File: config.mk
export PLATFORM = sky130hd
export DESIGN_NAME = uart_rx_core_flat
export DESIGN_NICKNAME = d
export VERILOG_FILES = /design/src/rtl/uart_pkg.sv /design/src/rtl/uart_rx_core_if.sv /design/src/rtl/uart_rx_fsm.sv /design/src/rtl/uart_rx_core.sv /design/src/flat_wrapper.sv
export SDC_FILE = /design/constraint.sdc
export NUM_CORES = 1
export LEC_CHECK = 0
export ABC_CLOCK_PERIOD_IN_PS = 5390
export BUFFER_PORTS_ARGS = -buffer_cell sky130_fd_sc_hd__buf_2
export CAP_MARGIN = 20
export CORE_UTILIZATION = 42
export CTS_CLUSTER_DIAMETER = 80
export CTS_CLUSTER_SIZE = 25
export DETAILED_ROUTE_END_ITERATION = 7
export GPL_TIMING_DRIVEN = 0
export SYNTH_ARGS = -nofsm -noshare
export SYNTH_HDL_FRONTEND = slang
export SYNTH_SLANG_ARGS = --single-unit
File: constraint.sdc
create_clock -name clk -period 5.39 [get_ports clk]
set_input_delay 0.539 -clock clk [delete_from_list [all_inputs] [get_ports clk]]
set_output_delay 0.539 -clock clk [all_outputs]
set_load 0.02 [all_outputs]
File: src/rtl/uart_pkg.sv
// Shared UART definitions: receiver state encodings and default bit timing.
package uart_pkg;

  // 50 MHz system clock, 115200 baud.
  localparam int unsigned CLKS_PER_BIT_DEF = 434;
  localparam int unsigned DATA_BITS        = 8;

  typedef enum logic [2:0] {
    IDLE_S  = 3'b000,
    START_S = 3'b001,
    DATA_S  = 3'b010,
    STOP_S  = 3'b011,
    DONE_S  = 3'b100,
    ERR_S   = 3'b101
  } uart_rx_state_e;

endpackage

File: src/rtl/uart_rx_core_if.sv
// Receiver-side signal bundle: serial input plus received-data status.
interface uart_rx_core_if;

  logic       rx_i;
  logic [7:0] rx_data_o;
  logic       rx_valid_o;
  logic       frame_err_o;
  logic       rx_busy_o;
  logic [2:0] rx_state_o;

  // Receiver core: consumes the line, produces data and status.
  modport master (
    input  rx_i,
    output rx_data_o, rx_valid_o, frame_err_o, rx_busy_o, rx_state_o
  );

  // Line driver / data consumer side.
  modport slave (
    output rx_i,
    input  rx_data_o, rx_valid_o, frame_err_o, rx_busy_o, rx_state_o
  );

endinterface

File: src/rtl/uart_rx_fsm.sv
// 8N1 receiver control: state register, registered status pulses and the
// strobes that steer the baud counter, bit index and shift register.
module uart_rx_fsm
  import uart_pkg::*;
#(
  parameter int unsigned CLKS_PER_BIT = CLKS_PER_BIT_DEF,
  parameter int unsigned HALF_BIT     = CLKS_PER_BIT / 2
) (
  input  logic           clk,
  input  logic           rst,
  input  logic           rxs,
  input  logic [15:0]    baud_cnt,
  input  logic           last_bit,
  output uart_rx_state_e state,
  output logic           cnt_clr,
  output logic           cnt_en,
  output logic           idx_clr,
  output logic           shift_en,
  output logic           data_load,
  output logic           rx_valid,
  output logic           frame_err
);

  localparam logic [15:0] HALF_LAST = 16'(HALF_BIT - 1);
  localparam logic [15:0] BIT_LAST  = 16'(CLKS_PER_BIT - 1);

  logic half_hit;
  logic bit_hit;

  assign half_hit = (baud_cnt == HALF_LAST);
  assign bit_hit  = (baud_cnt == BIT_LAST);

  // Control decodes; counter clear takes priority over increment in the core.
  assign cnt_en    = (state == START_S) || (state == DATA_S) || (state == STOP_S);
  assign idx_clr   = (state == START_S) && half_hit && !rxs;
  assign shift_en  = (state == DATA_S) && bit_hit;
  assign data_load = (state == STOP_S) && bit_hit && rxs;
  assign cnt_clr   = ((state == IDLE_S) && !rxs) || idx_clr || shift_en;

  // State transitions plus single-cycle valid / framing-error pulses.
  always_ff @(posedge clk or posedge rst) begin
    if (rst) begin
      state     <= IDLE_S;
      rx_valid  <= 1'b0;
      frame_err <= 1'b0;
    end else begin
      // NOTE: non-blocking assignments so every register updates from the
      // values present before the edge; the pulse defaults below are then
      // overridden only on the transition that enters DONE_S or ERR_S.
      rx_valid  <= 1'b0;
      frame_err <= 1'b0;
      case (state)
        IDLE_S:  if (!rxs) state <= START_S;
        START_S: if (half_hit) state <= rxs ? IDLE_S : DATA_S;
        DATA_S:  if (bit_hit && last_bit) state <= STOP_S;
        STOP_S: begin
          if (bit_hit) begin
            if (rxs) begin
              state    <= DONE_S;
              rx_valid <= 1'b1;
            end else begin
              state     <= ERR_S;
              frame_err <= 1'b1;
            end
          end
        end
        DONE_S:  state <= IDLE_S;
        ERR_S:   if (rxs) state <= IDLE_S;
        default: state <= IDLE_S;
      endcase
    end
  end

endmodule

File: src/rtl/uart_rx_core.sv
// 8N1 UART receiver: input synchronizer, baud counter, bit index, shift
// register and output byte register around the uart_rx_fsm controller.
module uart_rx_core
  import uart_pkg::*;
#(
  parameter int unsigned CLKS_PER_BIT = CLKS_PER_BIT_DEF,
  parameter int unsigned HALF_BIT     = CLKS_PER_BIT / 2
) (
  input  logic            clk,
  input  logic            rst,
  uart_rx_core_if.master  bus
);

  logic           rx_meta;
  logic           rxs;
  logic [15:0]    baud_cnt;
  logic [2:0]     bit_idx;
  logic [7:0]     shift_reg;
  logic [7:0]     rx_data;
  uart_rx_state_e state;
  logic           cnt_clr;
  logic           cnt_en;
  logic           idx_clr;
  logic           shift_en;
  logic           data_load;
  logic           rx_valid;
  logic           frame_err;

  // Two-flop synchronizer for the asynchronous serial line.
  always_ff @(posedge clk or posedge rst) begin
    if (rst) begin
      // NOTE: reset to the idle line level so leaving reset never looks
      // like a start-bit falling edge.
      rx_meta <= 1'b1;
      rxs     <= 1'b1;
    end else begin
      rx_meta <= bus.rx_i;
      rxs     <= rx_meta;
    end
  end

  // Baud counter: cleared at each bit boundary, counts while receiving.
  always_ff @(posedge clk or posedge rst) begin
    if (rst)         baud_cnt <= '0;
    else if (cnt_clr) baud_cnt <= '0;
    else if (cnt_en)  baud_cnt <= baud_cnt + 16'd1;
  end

  // Data bit index; wraps 7->0 after the eighth sample.
  always_ff @(posedge clk or posedge rst) begin
    if (rst)           bit_idx <= '0;
    else if (idx_clr)  bit_idx <= '0;
    else if (shift_en) bit_idx <= bit_idx + 3'd1;
  end

  // LSB-first shift register: each mid-bit sample enters at the top.
  always_ff @(posedge clk or posedge rst) begin
    if (rst)           shift_reg <= '0;
    else if (shift_en) shift_reg <= {rxs, shift_reg[7:1]};
  end

  // Output byte: updated only when a frame ends with a good stop bit.
  always_ff @(posedge clk or posedge rst) begin
    if (rst)            rx_data <= '0;
    else if (data_load) rx_data <= shift_reg;
  end

  uart_rx_fsm #(
    .CLKS_PER_BIT (CLKS_PER_BIT),
    .HALF_BIT     (HALF_BIT)
  ) u_fsm (
    .clk       (clk),
    .rst       (rst),
    .rxs       (rxs),
    .baud_cnt  (baud_cnt),
    .last_bit  (bit_idx == 3'd7),
    .state     (state),
    .cnt_clr   (cnt_clr),
    .cnt_en    (cnt_en),
    .idx_clr   (idx_clr),
    .shift_en  (shift_en),
    .data_load (data_load),
    .rx_valid  (rx_valid),
    .frame_err (frame_err)
  );

  assign bus.rx_data_o   = rx_data;
  assign bus.rx_valid_o  = rx_valid;
  assign bus.frame_err_o = frame_err;
  assign bus.rx_busy_o   = (state != IDLE_S);
  assign bus.rx_state_o  = state;

endmodule
File: src/flat_wrapper.sv
// flat-port wrapper written by rule: the top's interface ports become plain ports
module uart_rx_core_flat import uart_pkg::*;
#(
  parameter int unsigned CLKS_PER_BIT = CLKS_PER_BIT_DEF,
  parameter int unsigned HALF_BIT     = CLKS_PER_BIT / 2
)
  (clk, rst, bus_rx_i, bus_rx_data_o, bus_rx_valid_o, bus_frame_err_o, bus_rx_busy_o, bus_rx_state_o);
  uart_rx_core_if bus_i ();
  input  logic clk;
  input  logic rst;
  input wire logic [$bits(bus_i.rx_i)-1:0] bus_rx_i;
  output wire logic [$bits(bus_i.rx_data_o)-1:0] bus_rx_data_o;
  output wire logic [$bits(bus_i.rx_valid_o)-1:0] bus_rx_valid_o;
  output wire logic [$bits(bus_i.frame_err_o)-1:0] bus_frame_err_o;
  output wire logic [$bits(bus_i.rx_busy_o)-1:0] bus_rx_busy_o;
  output wire logic [$bits(bus_i.rx_state_o)-1:0] bus_rx_state_o;
  assign bus_i.rx_i = bus_rx_i;
  assign bus_rx_data_o = bus_i.rx_data_o;
  assign bus_rx_valid_o = bus_i.rx_valid_o;
  assign bus_frame_err_o = bus_i.frame_err_o;
  assign bus_rx_busy_o = bus_i.rx_busy_o;
  assign bus_rx_state_o = bus_i.rx_state_o;
  uart_rx_core #(.CLKS_PER_BIT(CLKS_PER_BIT), .HALF_BIT(HALF_BIT)) u_core (.clk(clk), .rst(rst), .bus(bus_i));
endmodule
==> flow_metrics.py <==
metrics = {
    "synthesis": {
        "synth-edff-count": 0,
        "syn_inst": 181,
        "syn_nets": 189,
        "synth_area_leaders": "dfrtp_1, mux2_2, nor4_4, ha_1, dfstp_2",
        "syn_area_um2": 2110,
        "synth_top_area_share_pct": 47.4,
        "seq_area_frac_synth_pct": 49.9,
        "synth_most_common_cell": "dfrtp_1",
        "synth.distinct_cells": 45,
        "synth_area_per_cell_um2": 11.7,
        "synth_commonest_cells": "dfrtp_1, mux2_2, nor2_1",
        "async_flop_share_pct": 100,
        "synth_top_flop_cell": "dfrtp_1",
        "synth-seq-cells": 42,
        "yosys.area.top_type": "dfrtp_1",
        "yosys_warnings": 0,
    },
    "sta": {
        "slew_violations": 0,
        "fmax_ghz": 0.456,
        "skew_ns": 0.0132,
        "tightest_slew_ns": 0.862,
        "finalSetupViolCount": 0,
        "setup_ws_ns": 3.20,
        "slew_headroom_pct": 42.5,
        "hold_viol_final": 0,
        "post-route-period-util_pct": 40.7,
        "fin_setup_tns_ns": 0,
        "min_period_ns": 2.19,
        "rsz0062_at_grt": "false",
    },
    "clock_tree": {
        "clock_sink_count": 42,
        "ctsResizeCount": 0,
        "root_buffer": "clkbuf_8",
        "h-tree-depth": 2,
        "cts_tree": "done",
        "cts-buffers-inserted": 5,
        "clk_path_buf_depth": 2,
        "cts-hold-fix-buffers": 0,
        "clkSlewWorstSetupHoldPaths_ns": 0.08,
        "cts_setup_buffers": 0,
        "clkLatencyLatePin_ns": 0.30,
    },
    "global_route": {
        "antenna_found_initial": 0,
        "grt_max_degree": 43,
        "grt-ovfl-total": 0,
        "grt_pass1_wl_mm": 6.46,
        "grt_util_all_layers_pct": 16.1,
        "grt_pass1_vias": 1407,
    },
    "layout": {
        "drive_gt1_share_pct": 30.2,
        "n_antenna_cell": 0,
        "fin_util_pct": 49.5,
        "nets": 212,
        "largest_reg_flops": 16,
        "areaGrowthSynthToFinish_pct": 12.1,
        "final_cell_area_um2": 2370,
        "fillerInstances": 441,
    },
    "placement": {
        "place.port_buffers": 16,
        "dpl_cell_area_um2": 2280,
        "pre_cts_ws_ns": 3.26,
        "place_congestion": 0.863,
        "place_hpwl_mm": 2.71,
    },
    "setup_path": {
        "critPathCaptureType": "register",
        "crit_type": "register to register",
        "cp.arrival_ns": 2.37,
        "startpoint_type": "register",
        "cp.required_ns": 5.57,
        "path_max_fanout": 10,
    },
    "flow_run": {
        "cap_viol_max_count": 0,
    },
    "routing": {
        "wl_per_cell_um": 13.9,
        "drc": 0,
        "drt-initial-drc-count": 68,
        "dr.pass1.iters": 4,
        "vias": 1470,
        "antenna_left": 0,
        "wirelength_mm": 3.78,
        "viasPerCell": 5.40,
    },
    "power": {
        "p_per_area_nw_per_um2": 226,
        "netSwitchingFraction_pct": 23.0,
        "seq_power_share_pct": 59.2,
        "clkPwrFrac_pct": 38.8,
        "p_leak_nw": 1.08,
        "internal-power_w": 0.000412,
        "combPwrFrac_pct": 2.0,
        "ir_worst_vdd_uv": 162,
        "p_switching_w": 0.000123,
    },
    "die": {
        "die_y_um": 72.9,
        "rows": 25,
        "core_area_um2": 4790,
        "start_util_pct": 44.1,
        "die_area_um2": 5320,
        "die_x_um": 72.9,
        "ios": 17,
    },
    "worst_hold_path": {
        "hold_class": "input port to register",
    },
    "run_status": {
        "status": "finished clean",
    },
}
-- path summary, 6_finish.rpt --
path	startpoint	end	slack, ns	cells after the start
worst max-delay path	u_core.baud_cnt[0]	u_core.baud_cnt[4]	3.20	7
worst min-delay path	bus_rx_i	u_core.rx_meta	0.34	1
worst max register to register	u_core.baud_cnt[0]	u_core.baud_cnt[4]	3.20	7
worst min register to register	u_core.rx_meta	u_core.rxs	0.36	0
max in group asynchronous	rst	u_core.baud_cnt[2]	4.44	2
min in group asynchronous	rst	u_core.shift_reg[0]	0.41	2
-- critical path, stage by stage, from the launching register on --
cell,delay (ns)
dfrtp_1,0.44
inv_1,0.08
ha_1,0.14
nor4bb_1,0.43
a41oi_1,0.24
o22ai_2,0.37
buf_2,0.29
nor2_1,0.08
-- kinds of logic after synthesis --
kind of cell / share of synthesized area [%]
and+or+nand+nor: 20.4
DFF: 49.9
buffers and inverters: 5.15
AOI/OAI and AO/OA: 8.77
xor gates and xnor gates: 3.32
adders and majority gates: 2.96
muxes: 9.48
-- cell usage in the layout (no fill, tap or decap), drive strengths merged, types with 6 or more instances in the layout --
| master | n |
|---|---|
| dfrtp | 40 |
| buf | 21 |
| mux2 | 16 |
| nor2 | 13 |
| inv | 10 |
| nand4 | 8 |
| a21oi | 8 |
| nand2 | 7 |
| clkbuf | 7 |
| nand3 | 7 |
| or3 | 6 |
| xor2 | 6 |
-- per-layer routing --
layer  part of all wire, %  GRT usage, %  vias to the layer above
li1                      -             -                      706
met1                    46          20.6                      734
met2                    49          25.9                       28
met3                   3.6          4.56                        2
met4                  0.66          5.88                        0
met5                     0             0                        -
-- metrics by stage --
step,instances,hold slack (ns),power (W)
6_report,272,0.339,0.000534
5_1_grt,272,0.326,0.000556
2_1_floorplan,181,0.345,0.000331
4_1_cts,272,0.324,0.000544
3_3_place_gp,264,0.347,0.000333
3_5_place_dp,264,0.351,0.000334
-- final cells by class --
| type | instances | area (um2) | area share (%) |
|---|---|---|---|
| buffer | 7 | 75.1 | 3.17 |
| clock buffer | 5 | 68.8 | 2.91 |
| clock inverter | 3 | 23.8 | 1.00 |
| inverter | 9 | 33.8 | 1.43 |
| multi-input combinational | 123 | 950 | 40.1 |
| sequential | 42 | 1050 | 44.5 |
| tap | 67 | 83.8 | 3.54 |
| timing repair buffer | 16 | 80.1 | 3.38 |
-- power groups by stage --
stage	clock (W)	combinational, W	sequential, W
floorplan	0	0.00000805	0.000323
global placement	0	0.0000107	0.000323
detailed placement	0	0.0000112	0.000323
CTS	0.000216	0.0000112	0.000317
global route	0.000227	0.0000122	0.000317
finish	0.000207	0.0000107	0.000317
No activity file was read; power rests on OpenSTA's default activity.
